**src/rtl/cache_pkg.sv**
```systemverilog
// -----------------------------------------------------------------------------
// cache_pkg
//   Shared definitions for the low-power cache and its refill controller:
//   line geometry, refill FSM state encoding and a line-address helper.
// -----------------------------------------------------------------------------
package cache_pkg;

  localparam int LINE_BYTES     = 16;
  localparam int WORDS_PER_LINE = 4;
  localparam int WORD_W         = 32;
  localparam int LINE_W         = 128;

  typedef enum logic [1:0] {
    IDLE,
    RD_BURST,
    WR_WORD,
    RESP
  } refill_state_t;

  // Byte address of the first word of the line containing addr.
  function automatic logic [31:0] line_base(input logic [31:0] addr);
    return {addr[31:4], 4'h0};
  endfunction

endpackage

```
**src/rtl/mem_refill_controller.sv**
```systemverilog
// -----------------------------------------------------------------------------
// mem_refill_controller
//   Serves the cache miss / write-through port. A read becomes a 4-beat burst
//   of word reads assembled into a 128-bit line; a write becomes one word
//   write-through. Each beat is guarded by a wait-cycle timeout.
//
// Ports
//   clk, reset      clock (rising edge), asynchronous active-high reset
//   mem_req         cache request, sampled only while idle
//   mem_write       1 = word write-through, 0 = line refill
//   mem_addr        request byte address
//   mem_write_data  write-through data
//   mem_read_data   refilled line, word i at [32i+31:32i]
//   mem_ready       one-cycle completion pulse
//   mem_error       one-cycle pulse with mem_ready when a beat timed out
//   busy            controller not idle
//   ext_req/ext_we  external word request / write enable, held until ack
//   ext_addr        external word address (bits [1:0] = 0)
//   ext_wdata       external write data
//   ext_rdata       external read data, valid with ext_ack
//   ext_ack         beat complete
// -----------------------------------------------------------------------------
module mem_refill_controller
  import cache_pkg::*;
#(
  parameter int ADDR_W         = 32,
  parameter int TIMEOUT_CYCLES = 64
) (
  input  logic                clk,
  input  logic                reset,
  input  logic                mem_req,
  input  logic                mem_write,
  input  logic [ADDR_W-1:0]   mem_addr,
  input  logic [WORD_W-1:0]   mem_write_data,
  output logic [LINE_W-1:0]   mem_read_data,
  output logic                mem_ready,
  output logic                mem_error,
  output logic                busy,
  output logic                ext_req,
  output logic                ext_we,
  output logic [ADDR_W-1:0]   ext_addr,
  output logic [WORD_W-1:0]   ext_wdata,
  input  logic [WORD_W-1:0]   ext_rdata,
  input  logic                ext_ack
);

  // The timeout fires on the edge that would complete the TIMEOUT_CYCLES-th
  // wait cycle, so the counter only has to reach TIMEOUT_CYCLES-1.
  localparam int unsigned TO_LAST = (TIMEOUT_CYCLES == 0) ? 0 : TIMEOUT_CYCLES - 1;
  localparam int          TCNT_W  = (TIMEOUT_CYCLES < 2) ? 1 : $clog2(TIMEOUT_CYCLES);

  refill_state_t state_q, state_d;

  logic [ADDR_W-1:2]                     addr_q;   // word address of the request
  logic [WORD_W-1:0]                     wdata_q;
  logic [1:0]                            beat_q;
  logic [TCNT_W-1:0]                     tcnt_q;
  logic                                  err_q;
  logic [WORDS_PER_LINE-1:0][WORD_W-1:0] line_q, line_d;

  logic accept;
  logic last_beat;
  logic timeout_hit;

  // Byte offset within a word never reaches the external port.
  logic unused_addr_bits;
  assign unused_addr_bits = ^mem_addr[1:0];

  assign accept      = (state_q == IDLE) && mem_req;
  assign last_beat   = (beat_q == 2'(WORDS_PER_LINE - 1));
  // An ack on the same edge wins over the timeout.
  assign timeout_hit = (TIMEOUT_CYCLES != 0) && ext_req && !ext_ack &&
                       (tcnt_q == TCNT_W'(TO_LAST));

  // ---------------------------------------------------------------------------
  // State register
  // ---------------------------------------------------------------------------
  // NOTE: clocked state uses non-blocking assignments so every register
  // samples pre-edge values regardless of process ordering.
  always_ff @(posedge clk or posedge reset) begin
    if (reset) state_q <= IDLE;
    else       state_q <= state_d;
  end

  // ---------------------------------------------------------------------------
  // Next-state logic
  // ---------------------------------------------------------------------------
  // NOTE: the default assignment first keeps every path assigned, so no
  // latch is inferred.
  always_comb begin
    state_d = state_q;
    unique case (state_q)
      IDLE:     if (mem_req) state_d = mem_write ? WR_WORD : RD_BURST;
      RD_BURST: if ((ext_ack && last_beat) || timeout_hit) state_d = RESP;
      WR_WORD:  if (ext_ack || timeout_hit) state_d = RESP;
      RESP:     state_d = IDLE;
      default:  state_d = IDLE;
    endcase
  end

  // Line buffer with the current beat's word merged in, so the final beat
  // can be copied to mem_read_data on the same edge it arrives.
  always_comb begin
    line_d = line_q;
    if (state_q == RD_BURST && ext_ack) line_d[beat_q] = ext_rdata;
  end

  // ---------------------------------------------------------------------------
  // Datapath: request capture, beat / timeout counters, line assembly
  // ---------------------------------------------------------------------------
  // NOTE: the line buffer is only four words, so it is reset along with the
  // rest; this also guarantees a reset discards any partially filled line.
  always_ff @(posedge clk or posedge reset) begin
    if (reset) begin
      addr_q        <= '0;
      wdata_q       <= '0;
      beat_q        <= '0;
      tcnt_q        <= '0;
      err_q         <= 1'b0;
      line_q        <= '0;
      mem_read_data <= '0;
    end else begin
      line_q <= line_d;
      if (accept) begin
        addr_q  <= mem_addr[ADDR_W-1:2];
        wdata_q <= mem_write_data;
        beat_q  <= '0;
        tcnt_q  <= '0;
        err_q   <= 1'b0;
      end else if (ext_req) begin
        if (ext_ack) begin
          tcnt_q <= '0;
          if (state_q == RD_BURST) begin
            beat_q <= beat_q + 2'd1;
            if (last_beat) mem_read_data <= line_d;
          end
        end else if (timeout_hit) begin
          tcnt_q <= '0;
          err_q  <= 1'b1;
        end else if (TIMEOUT_CYCLES != 0) begin
          tcnt_q <= tcnt_q + 1'b1;
        end
      end
    end
  end

  // ---------------------------------------------------------------------------
  // Outputs (decoded from state so ext_req falls as soon as reset asserts)
  // ---------------------------------------------------------------------------
  always_comb begin
    ext_req   = 1'b0;
    ext_we    = 1'b0;
    ext_addr  = '0;
    ext_wdata = '0;
    mem_ready = 1'b0;
    mem_error = 1'b0;
    busy      = (state_q != IDLE);
    unique case (state_q)
      RD_BURST: begin
        ext_req  = 1'b1;
        ext_addr = {addr_q[ADDR_W-1:4], beat_q, 2'b00};
      end
      WR_WORD: begin
        ext_req   = 1'b1;
        ext_we    = 1'b1;
        ext_addr  = {addr_q, 2'b00};
        ext_wdata = wdata_q;
      end
      RESP: begin
        mem_ready = 1'b1;
        mem_error = err_q;
      end
      default: ;
    endcase
  end

endmodule

```
**config.mk**
```make
export PLATFORM = sky130hd
export DESIGN_NAME = mem_refill_controller
export DESIGN_NICKNAME = d
export VERILOG_FILES = /design/src/rtl/cache_pkg.sv /design/src/rtl/mem_refill_controller.sv
export SDC_FILE = /design/constraint.sdc
export NUM_CORES = 1
export LEC_CHECK = 0
export CORE_ASPECT_RATIO = 2
export CORE_UTILIZATION = 49
export DETAILED_ROUTE_END_ITERATION = 10
export GPL_ROUTABILITY_DRIVEN = 0
export PLACE_DENSITY_LB_ADDON = 0.08
export SLEW_MARGIN = 20
export SYNTH_ARGS = -nofsm -noshare
export SYNTH_HDL_FRONTEND = slang
export SYNTH_SLANG_ARGS = --single-unit
```
**constraint.sdc**
```tcl
create_clock -name clk -period 11.8 [get_ports clk]
set_clock_uncertainty 0.2 [all_clocks]
set_input_delay 2.36 -clock clk [delete_from_list [all_inputs] [get_ports clk]]
set_output_delay 2.36 -clock clk [all_outputs]
set_load 0.01 [all_outputs]
```
# After elaboration in Yosys (flattened, before gate mapping)

Cells that the tools add are included.

Flip-flop bits (word level): 329
Output and inout port bits: 197

Reductions and logical operators: 20
Eq/ne operators: 9
Muxes and demuxes: 27
Bitwise logic cells: 1
Add/sub/neg operators: 2
$lt $le $gt $ge: 2

Operators with widths:

| kind                                                                          | number |
|---|---|
| 128-bit bitwise mux                                                           | 1 |
| 128-bit two-way mux                                                           | 1 |
| 32-bit demux with 2-bit select                                                | 1 |
| 32-bit two-way mux                                                            | 2 |
| 32-bit case mux with 2 select lines                                           | 1 |
| 6-bit two-way mux                                                             | 4 |
| 2-bit two-way mux                                                             | 8 |
| 2-bit nonzero test                                                            | 5 |
| 3-bit AND reduction                                                           | 3 |
| 1-bit two-way mux                                                             | 8 |
| 2-bit case mux with 4 select lines                                            | 1 |
| 6-bit by 1-bit adder with 6-bit output (second input constant)                | 1 |
| 2-bit equality test (second input constant)                                   | 3 |
| 6-bit equality test (second input constant)                                   | 1 |
| 1-bit logical AND                                                             | 6 |
| 2-bit inequality test (second input constant)                                 | 3 |
| 5-bit AND reduction                                                           | 1 |
| 2-bit by 3-bit less-than comparator with 1-bit output (second input constant) | 1 |
| 2-bit by 1-bit adder with 2-bit output (second input constant)                | 1 |
| 2-bit by 1-bit equality test with 1-bit output (second input constant)        | 1 |
| 2-bit by 1-bit >= comparator with 1-bit output (second input constant)        | 1 |
| 2-bit logical NOT                                                             | 1 |
| 1-bit logical OR                                                              | 2 |
| 2-bit by 1-bit inequality test with 1-bit output (second input constant)      | 1 |
| other kinds (3)                                                               | 3 |

# Depth between registers and ports, before layout

Gate-level depths: netlist of run 1.

Depth after elaboration: 9
Mapped depth: 8
Gate-level depth less buffers: 6

# Least setup slack after synthesis of run 1

No wires, ideal clock.

Kind: reg2out
Start: reg state_q[0]
End: out ext_addr[10]
Required time: 9.240 ns
Arrival: 1.898 ns
Path slack: 7.342 ns
Cell stages (with the launch flop): 9
Cell sequence: dfrtp_1 -> inv_1 -> ha_1 -> buf_2 -> inv_1 -> clkbuf_1 -> nor2_1 -> clkbuf_1 -> and2_1

Longest elaborated chain between the ends: 2

Ends and longest elaborated chain:

| element                                                                                      | RTL line                     | source |
|---|---|---|
| from (decl)                                                                                  | mem_refill_controller.sv:52  | `refill_state_t state_q, state_d;` |
| from (signal assigned)                                                                       | mem_refill_controller.sv:82  | `else state_q <= state_d;` |
| 2-bit equality test / 2-bit by 1-bit equality test with 1-bit output (equally long branches) | mem_refill_controller.sv:158 | `unique case (state_q)` |
| 32-bit case mux with 2 select lines *                                                        | mem_refill_controller.sv:158 |  |
| to (decl)                                                                                    | mem_refill_controller.sv:41  | `output logic [ADDR_W-1:0] ext_addr,` |

Mark *: on every way between the ends. The rest lies on a longest branch, timed or not.

# Worst setup path after layout of run 1

Start: reg state_q[0]
End: out ext_addr[28]

Same word-level chain as after synthesis.

==> metrics.md, run 1 <==
| Metric | Value |
|---|---|
| Data required time of the worst path | `9.24 ns` |
| DRT Pass-1 Iters | `4` |
| Primary flip-flop cell chosen by synthesis mapping | `dfrtp_1` |
| Worst setup EP type | `primary output` |
| Post-DP HPWL | `17400 um` |
| Final setup TNS | `0 ns` |
| Vias in the first global route | `7734` |
| Routed via count | `7652` |
| Final Max Tran Viols | `0` |
| Util after Layout | `66.2%` |
| Reg2reg end | `mem_read_data[113]` |
| Mapped Avg Cell Area | `13.3 um^2` |
| Num CTS Buffers | `27` |
| Max-cap violations | `0` |
| Max-slew headroom at the worst pin | `29.6%` |
| Peak VDD IR | `0.147 mV` |
| Sw Share | `28.5%` |
| Die area | `25400 um^2` |
| Core area | `24400 um^2` |
| Final min period | `5.47 ns` |
| Iter 0 DRT Violations | `210` |
| Synth area leader | `dfrtp_1` |
| Yosys reg bits | `305` |
| Wirelength, routed | `26100 um` |
| GR Overflow Total | `0` |
| Seq pwr share | `43.7%` |
| Wire per inst | `16.8 um` |
| Hold Crit Class | `reg -> reg` |
| R2r worst-path depth | `6` |
| Post-synth top area share | `62.9%` |
| Min-Delay Startpoint | `addr_q[23]` |
| Psw | `0.000977 W` |
| Largest net degree at the start of global routing | `111` |
| Hold Path End | `addr_q[23]` |
| Site row count | `81` |
| Area growth syn-to-layout | `33.3%` |
| H-Tree Depth | `1` |
| Initial Utilization | `49.7%` |
| DRC viols | `0` |
| GR Layer Usage met2 | `37.7%` |
| GRT met3 Usage | `4.34%` |
| Worst reg-to-reg setup slack | `8.23 ns` |
| Setup bufs post-CTS | `0` |
| Max Freq | `183 MHz` |
| Combinational fraction of design power | `31.0%` |
| Crit path DAT | `2.91 ns` |
| Post-synth cell types | `32` |
| Status | `finished, final reports clean` |
| Port Buffers | `293` |
| Tcrit/Tclk final | `46.3%` |
| Seq/Total Area, Yosys | `62.9%` |
| Startpoint types | `register` |
| Post-CTS Resized | `0` |
| GRT busiest layer | `met2` |
| Avg Vias per Cell | `4.94` |
| RSZ-0062 raised after global routing | `no` |
| Slew @ Worst Pin | `1.06 ns` |
| Post-synth EDFFs | `0` |
| Hold buffer count at CTS | `0` |
| Maximum fanout along the worst path | `28` |
| FFs w/ async S/R, synth | `100%` |
| Post-place setup slack | `6.01 ns` |
| Fin worst setup slack | `6.33 ns` |
| Post-placement cell area | `15300 um^2` |
| GR Util met1 | `24.4%` |
| Layout Cells excl Fill | `1550` |
| Leading cell type in the layout, fill and taps excluded | `dfrtp_1` |
| Global-route wire length before repair | `41600 um` |
| Chip height | `225 um` |
| Yosys Warn Count | `0` |
| Crit Reg-Reg Startpoint | `state_q[0]` |
| Cell Area, Synth | `12100 um^2` |
| Total track usage | `20.9%` |
| Final Net Count | `1311` |
| Initial antenna violation count | `1` |
| Die X | `113 um` |
| P_int | `0.00245 W` |
| Dpl cells | `1503` |
| Clock Latency Late Sink | `0.52 ns` |
| Fin. Hold Viols | `0` |
| Static Leakage | `7.75 nW` |
| Clk network pwr share | `25.3%` |
| CTS tree | `done` |
| Hold path cells | `2` |
| Num ports | `298` |
| Final instance area | `16200 um^2` |
| Power density cells | `212 nW/um^2` |
| Proportion of layout cells with a drive suffix above 1 | `23.4%` |
| Maximum clock path buffer count | `3` |
| Synth area leaders | `dfrtp_1 63%, mux2_2 21%, nand2_1 6.0%` |
| CTS clock-pin slew for the worst setup and hold paths | `0.07 ns` |
| # clock sinks | `305` |
| Syn Inst Count | `915` |
| Setup CP Type | `reg -> out` |
| Antenna-violating nets left | `0` |
| Most frequent cells in the layout | `305 x dfrtp_1, 293 x clkdlybuf4s50_1, 227 x mux2_2` |
| Root Buffer | `clkbuf_16` |
| Endpoints failing setup | `0` |
registers in the layout (all words and copies together), names as in the netlist:
name           cells
line_q           104
err_q              1
wdata_q           32
state_q            2
beat_q             2
mem_read_data    128
tcnt_q             6
addr_q            30
area by class of cell:
cell class	count	area, um^2
inverters	9	41.3
well taps	332	415
flip-flops and latches	305	7630
repair buffers	304	3020
diodes	1	2.50
fillers	1893	8250
clock buffers	40	785
multi-input cells	553	4190
clock inverters	6	85.1
layer usage:
layer	routed length, um	share of wire [%]
met1	9920	38
met2	14100	54
met4	628	2.4
met3	1470	5.6
met5	0	0
worst max-delay path: stages, from the launching register on:
cell             delay [ns]
dfrtp_1                0.41
inv_1                  0.10
ha_1                   0.48
inv_1                  0.25
nor2_1                 0.15
buf_4                  0.25
and2_1                 0.16
clkdlybuf4s50_1        0.56
worst max-delay path by stage:
stage / startpoint / end / cells past startpoint / slack (ns)
3_5_place_dp: ext_ack / mem_read_data[125] / 5 / 6.01
4_1_cts: state_q[0] / ext_addr[28] / 7 / 6.29
2_1_floorplan: reset / addr_q[10] / 1 / 0.81
6_report: state_q[0] / ext_addr[28] / 7 / 6.33
3_3_place_gp: ext_ack / mem_read_data[63] / 5 / 5.99
5_1_grt: state_q[0] / ext_addr[28] / 7 / 6.15
per-stage QoR:
stage / hold WS (ns) / power [W]
2_1_floorplan: 0.237 / 0.00214
3_3_place_gp: 0.249 / 0.00256
3_5_place_dp: 0.254 / 0.00260
4_1_cts: 0.270 / 0.00349
5_1_grt: 0.277 / 0.00365
6_report: 0.264 / 0.00343
power groups by stage:
stage | Clock (W) | Sequential [W] | Combinational [W]
global placement | 0 | 0.00150 | 0.00106
finish | 0.000866 | 0.00150 | 0.00106
global route | 0.000932 | 0.00154 | 0.00118
floorplan | 0 | 0.00152 | 0.000618
CTS | 0.000898 | 0.00150 | 0.00109
detailed placement | 0 | 0.00152 | 0.00108
Yosys cell counts, types with 2 or more instances:
library cell	count
nand2b_1	2
ha_1	10
nand2_1	194
buf_6	10
inv_1	9
nand3_2	2
nor2_1	14
mux2_1	7
and2_1	62
mux2_2	227
a21oi_1	6
nand3_1	6
and3_1	2
dfrtp_1	305
o21ai_0	3
nor3_1	2
a22oi_1	3
buf_2	12
clkbuf_1	20
buf_4	7
cells by family after synthesis:
kind of cell    after synthesis  synth area share [%]
xor+xnor                      1                0.0722
other cells                   1                0.0309
simple gates                289                  10.6
buf+inv                      58                  2.75
compound gates               17                 0.887
fa+ha+maj                    10                  1.03
flops                       305                  62.9
mux                         234                  21.7
No activity file was read; power rests on OpenSTA's default activity.
==> inputs of run 2 (changes only) <==
- CORE_UTILIZATION: 49 -> 44
- clock period: 11.8 -> 4.9 ns (I/O delays scaled with it)
==> run 2 against run 1 <==
Effect of this change: combinational power increased by 140%; final cell count increased by 1.7%; sequential share of layout area decreased by 0.72 points; flip-flop and latch count unchanged; global-route usage decreased by 1.8 points; hold slack improved by 0.0019 ns; routed wire length increased by 2.2%; power increased by 150%; design area increased by 1.6%; count of clock-buffer cells in the layout decreased by 3; register-to-register slack got worse by 6.3 ns.
==> metrics.md, run 2 (same netlist as run 1, synthesis figures left out) <==
| Metric | Value |
|---|---|
| Status | `finished, final reports clean` |
| Crit path DAT | `2.94 ns (+0.03 ns)` |
| Data required time of the worst path | `3.72 ns (-5.52 ns)` |
| Combinational fraction of design power | `30.2% (-0.8 points)` |
| Post-CTS Resized | `0 (unchanged)` |
| Seq pwr share | `42.3% (-1.4 points)` |
| Initial Utilization | `44.9% (-4.8 points)` |
| Maximum fanout along the worst path | `28 (unchanged)` |
| Routed via count | `7640 (-0.16%)` |
| P_int | `0.00611 W (+150%)` |
| Final Net Count | `1318 (+0.53%)` |
| Post-placement cell area | `15400 um^2 (+0.73%)` |
| Wire per inst | `16.9 um (+0.51%)` |
| Fin worst setup slack | `0.780 ns (-5.55 ns)` |
| Hold buffer count at CTS | `0 (unchanged)` |
| Largest net degree at the start of global routing | `86 (-23%)` |
| Max Freq | `243 MHz` |
| Cell family with most CP delay | `buffers and inverters` |
| Final min period | `4.12 ns` |
| Crit-path cells | `inv_1 > ha_1 > inv_1 > nor2_1 > buf_4 > and2_1 > clkdlybuf4s50_1` |
| Total track usage | `19.0% (-1.8 points)` |
| Avg Vias per Cell | `4.85 (-1.8%)` |
| Vias in the first global route | `7850 (+1.5%)` |
| Most flop-heavy register | `mem_read_data` |
| Worst setup EP type | `primary output` |
| Crit-path most repeated cell | `inv_1` |
| Highest cell delay on the worst timing path | `0.55 ns (about the same)` |
| Initial antenna violation count | `0 (-1)` |
| Num CTS Buffers | `28 (+3.7%)` |
| Slew @ Worst Pin | `0.955 ns (-0.102 ns)` |
| Power density cells | `519 nW/um^2 (+140%)` |
| Proportion of layout cells with a drive suffix above 1 | `24.7% (+1.3 points)` |
| RSZ-0062 raised after global routing | `no` |
| Top Registers | `mem_read_data: 128 flops, line_q: 104 flops, wdata_q: 32 flops` |
| Antenna-violating nets left | `0 (unchanged)` |
| Sw Share | `28.3% (-0.18 points)` |
| CTS clock-pin slew for the worst setup and hold paths | `0.07 ns (about the same)` |
| Setup bufs post-CTS | `0 (unchanged)` |
| Setup CP Type | `reg -> out` |
| Final setup TNS | `0 ns (unchanged)` |
| Hold Crit Class | `reg -> reg` |
| Fin. Hold Viols | `0 (unchanged)` |
| Clock Latency Late Sink | `0.55 ns (+0.03 ns)` |
| Area growth syn-to-layout | `35.4%` |
| Die X | `119 um (+5.4%)` |
| Final instance area | `16400 um^2 (+1.6%)` |
| Post-place setup slack | `1.02 ns (-4.99 ns)` |
| Post-DP HPWL | `17800 um (+2.5%)` |
| Most frequent cells in the layout | `305 x dfrtp_1, 293 x clkdlybuf4s50_1, 227 x mux2_2` |
| CP max-delay cell | `clkdlybuf4s50_1` |
| Root Buffer | `clkbuf_16` |
| GR Overflow Total | `0 (unchanged)` |
| Maximum clock path buffer count | `3 (unchanged)` |
| Port Buffers | `293 (unchanged)` |
| Wirelength, routed | `26700 um (+2.2%)` |
| Leading cell type in the layout, fill and taps excluded | `dfrtp_1` |
| Site row count | `85 (+4.9%)` |
| Global-route wire length before repair | `42500 um (+2.3%)` |
| DRC viols | `0 (unchanged)` |
| CTS tree | `done` |
| Psw | `0.00241 W (+150%)` |
| Tcrit/Tclk final | `84.1%` |
| Final Max Tran Viols | `0 (unchanged)` |
| Num ports | `298 (unchanged)` |
| Antenna diodes | `0 (-1)` |
| Startpoint types | `register` |
| H-Tree Depth | `1 (unchanged)` |
| Die area | `28300 um^2 (+11%)` |
| Endpoints failing setup | `0 (unchanged)` |
| Static Leakage | `7.87 nW (+1.5%)` |
| Clk network pwr share | `27.5% (+2.2 points)` |
| Max-slew headroom at the worst pin | `36.2% (+6.6 points)` |
| Peak VDD IR | `0.347 mV (+140%)` |
| # clock sinks | `305 (unchanged)` |
| DRT Pass-1 Iters | `4 (unchanged)` |
| Core area | `27000 um^2 (+11%)` |
| Buf/Inv on CP | `4 (unchanged)` |
| Largest register FFs | `128 (unchanged)` |
| Max-cap violations | `0 (unchanged)` |
| Chip height | `237 um (+5.5%)` |
| Iter 0 DRT Violations | `227 (+8.1%)` |
-- run 2: per-stage QoR --
stage          cells  power, W  utilization (%)  hold WS, ns
6_report        1576   0.00852             60.8        0.266
5_1_grt         1576   0.00906             60.8        0.281
4_1_cts         1576   0.00867             60.8        0.270
3_5_place_dp    1525   0.00628             57.0        0.254
3_3_place_gp    1525   0.00619             57.0        0.248
2_1_floorplan    916   0.00515                -        0.237
-- run 2: worst min-delay path, delay by kind of cell, from the launching register on --
family / cells / cell delay [ns]
DFF: 1 / 0.33
and+or+nand+nor: 2 / 0.10
-- run 2: final cells by class --
cell class / count / area, um^2
Clock buffer: 37 / 836
Clock inverter: 14 / 180
Fill cell: 2230 / 10600
Inverter: 9 / 37.5
Multi-Input combinational cell: 553 / 4190
Sequential cell: 305 / 7630
Tap cell: 348 / 435
Timing Repair Buffer: 310 / 3110
-- run 2: worst paths after layout --
| check | from | to | slack, ns | cells past startpoint |
|---|---|---|---|---|
| worst max-delay path | state_q[0] | ext_addr[25] | 0.78 | 7 |
| worst max register to register | state_q[0] | mem_read_data[42] | 1.90 | 6 |
| max in group asynchronous | reset | line_q[82] | 2.72 | 3 |
| worst min-delay path | wdata_q[14] | wdata_q[14] | 0.27 | 2 |
| worst min register to register | wdata_q[14] | wdata_q[14] | 0.27 | 2 |
| min in group asynchronous | reset | wdata_q[3] | 0.78 | 2 |
-- run 2: per-layer routing --
metal,up-vias,wire [um],global-route usage [%]
met3,29,1800,4.67
met1,3794,10300,21.9
met5,-,0,0
met2,207,14100,34.6
li1,3610,-,-
met4,0,479,5.45
-- run 2: power groups by stage --
stage | logic, W | clock network [W] | registers [W]
floorplan | 0.00149 | 0 | 0.00366
global placement | 0.00257 | 0 | 0.00362
detailed placement | 0.00262 | 0 | 0.00366
CTS | 0.00263 | 0.00243 | 0.00361
global route | 0.00284 | 0.00251 | 0.00371
finish | 0.00257 | 0.00234 | 0.00361
==> inputs of run 3 (changes only) <==
- CORE_UTILIZATION: 44 -> 49
- clock period: 4.9 -> 4.2 ns (I/O delays scaled with it)
==> run 3 against run 2 <==
Effect of this change: hold slack worse by 0.00061 ns; register-to-register slack got worse by 0.29 ns; die area fell by 10%; count of clock-buffer cells in the layout grew 2; first-iteration DRC count rose by 33%; routed wire length shrank 1.6%; core utilization rose by 6.1 points; sequential power grew 17%; largest cell class unchanged.
==> metrics.md, run 3 (same netlist as run 1, synthesis figures left out) <==
| Metric | Value |
|---|---|
| FF/Latch Area | `7630 um^2 (unchanged)` |
| Initial antenna violation count | `0 (unchanged)` |
| DRT Pass-1 Iters | `6 (+2)` |
| Initial Utilization | `49.7% (+4.8 points)` |
| Die area | `25400 um^2 (-10%)` |
| Max-slew headroom at the worst pin | `56.5% (+20 points)` |
| Peak VDD IR | `0.380 mV (+9.5%)` |
| Hold path cells | `2 (unchanged)` |
| Global-route wire length before repair | `42100 um (-0.87%)` |
| Dpl cells | `1508 (-1.1%)` |
| Psw | `0.00279 W (+16%)` |
| Crit path DAT | `2.65 ns (-0.29 ns)` |
| Largest register FFs | `128 (unchanged)` |
| Highest cell delay on the worst timing path | `0.56 ns (about the same)` |
| Port Buffers | `293 (unchanged)` |
| Root Buffer | `clkbuf_16` |
| Slew @ Worst Pin | `0.653 ns (-0.302 ns)` |
| Hold buffer count at CTS | `0 (unchanged)` |
| # clock sinks | `305 (unchanged)` |
| DRC viols | `0 (unchanged)` |
| Chip height | `225 um (-5.2%)` |
| Clock Latency Late Sink | `0.54 ns (about the same)` |
| Antenna-violating nets left | `0 (unchanged)` |
| Crit-path cells | `inv_1 > ha_1 > nor2_1 > nor2_1 > buf_4 > and2_1 > clkdlybuf4s50_1` |
| Antenna diodes | `0 (unchanged)` |
| Most frequent cells in the layout | `305 x dfrtp_1, 293 x clkdlybuf4s50_1, 227 x mux2_2` |
| Combinational fraction of design power | `30.7% (+0.5 points)` |
| Hold Crit Class | `reg -> reg` |
| CP max-delay cell | `clkdlybuf4s50_1` |
| H-Tree Depth | `1 (unchanged)` |
| Tcrit/Tclk final | `87.7%` |
| Sw Share | `28.5% (+0.14 points)` |
| Num CTS Buffers | `27 (-3.6%)` |
| RSZ-0062 raised after global routing | `no` |
| R2r worst-path depth | `6 (unchanged)` |
| Worst hold margin | `0.265 ns (-0.000610 ns)` |
| Die X | `113 um (-5.2%)` |
| Setup bufs post-CTS | `0 (unchanged)` |
| Wirelength, routed | `26200 um (-1.6%)` |
| Data required time of the worst path | `3.16 ns (-0.56 ns)` |
| Site row count | `81 (-4.7%)` |
| Max Freq | `271 MHz` |
| Post-placement cell area | `15400 um^2 (about the same)` |
| Total track usage | `21.3% (+2.2 points)` |
| Max-cap violations | `0 (unchanged)` |
| Avg Vias per Cell | `4.90 (+1.1%)` |
| Filler cells | `1875 (-16%)` |
| Num ports | `298 (unchanged)` |
| CTS tree | `done` |
| Power density cells | `600 nW/um^2 (+16%)` |
| Endpoints failing setup | `0 (unchanged)` |
| Startpoint types | `register` |
| CTS clock-pin slew for the worst setup and hold paths | `0.07 ns (about the same)` |
| P_int | `0.00702 W (+15%)` |
| Fin. Hold Viols | `0 (unchanged)` |
| Leading cell type in the layout, fill and taps excluded | `dfrtp_1` |
| Final min period | `3.69 ns` |
| Largest net degree at the start of global routing | `91 (+5.8%)` |
| Final setup TNS | `0 ns (unchanged)` |
| Seq pwr share | `43.0% (+0.7 points)` |
| Wire per inst | `16.8 um (-0.42%)` |
| Vias in the first global route | `7920 (+0.89%)` |
| Post-CTS Resized | `0 (unchanged)` |
| Area growth syn-to-layout | `34.7%` |
| Final Max Tran Viols | `0 (unchanged)` |
| Clk network pwr share | `26.2% (-1.3 points)` |
| GR Overflow Total | `0 (unchanged)` |
| Final instance area | `16300 um^2 (-0.49%)` |
| Most flop-heavy register | `mem_read_data` |
| Crit-path most repeated cell | `nor2_1` |
| Top Registers | `mem_read_data: 128 flops, line_q: 104 flops, wdata_q: 32 flops` |
| Iter 0 DRT Violations | `302 (+33%)` |
| Static Leakage | `7.83 nW (-0.46%)` |
| Layout Cells excl Fill | `1557 (-1.2%)` |
| Status | `finished, final reports clean` |
| Worst setup EP type | `primary output` |
| Proportion of layout cells with a drive suffix above 1 | `23.9% (-0.76 points)` |
| Area occupied by multi-input gates | `4190 um^2 (unchanged)` |
| Setup CP Type | `reg -> out` |
| Post-DP HPWL | `17900 um (+0.55%)` |
| Routed via count | `7630 (-0.13%)` |
| Maximum fanout along the worst path | `28 (unchanged)` |
| Final Net Count | `1316 (-0.15%)` |
| Maximum clock path buffer count | `3 (unchanged)` |
| Core area | `24400 um^2 (-9.6%)` |
run 3: through the flow:
stage	util, %	power [W]	worst slack [ns]
global route	66.9	0.0105	0.287
detailed placement	63.1	0.00735	0.802
floorplan	-	0.00601	-0.897
global placement	63.1	0.00723	0.850
CTS	66.9	0.00997	0.455
finish	66.9	0.00981	0.515
run 3: final timing paths:
check                           slack [ns]                end   startpoint
worst max-delay path                  0.51       ext_addr[27]   state_q[1]
worst min-delay path                  0.26        wdata_q[19]  wdata_q[19]
worst max register to register        1.61   mem_read_data[3]   state_q[1]
worst min register to register        0.26        wdata_q[19]  wdata_q[19]
max in group asynchronous             2.56  mem_read_data[71]        reset
min in group asynchronous             0.44        wdata_q[11]        reset
run 3: layout make-up:
class / instances / share of cell area, %
Timing Repair Buffer: 309 / 19.2
Sequential cell: 305 / 46.7
Multi-Input combinational cell: 553 / 25.6
Clock inverter: 10 / 0.949
Inverter: 9 / 0.230
Clock buffer: 39 / 4.72
Tap cell: 332 / 2.54
run 3: worst max-delay path, delay by kind of cell, from the launching register on:
family	cells	cell delay, ns
adder cells (fa/ha/maj)	1	0.39
flip-flops	1	0.42
buffers and inverters	3	0.93
AND/OR/NAND/NOR	3	0.36
run 3: per-layer routing:
metal | wire length (um) | track usage [%] | part of all wire (%) | up-vias
met4 | 757 | 7.98 | 2.9 | 0
li1 | - | - | - | 3612
met2 | 14300 | 39.1 | 54 | 209
met3 | 1470 | 4.34 | 5.6 | 38
met1 | 9730 | 23.9 | 37 | 3771
met5 | 0 | 0 | 0 | -
run 3: power groups by stage:
stage | combinational [W] | clock, W | sequential (W)
after detailed placement | 0.00307 | 0 | 0.00429
after global placement | 0.00300 | 0 | 0.00424
final | 0.00301 | 0.00258 | 0.00422
after CTS | 0.00308 | 0.00266 | 0.00423
after floorplan | 0.00174 | 0 | 0.00427
after global routing | 0.00334 | 0.00277 | 0.00434
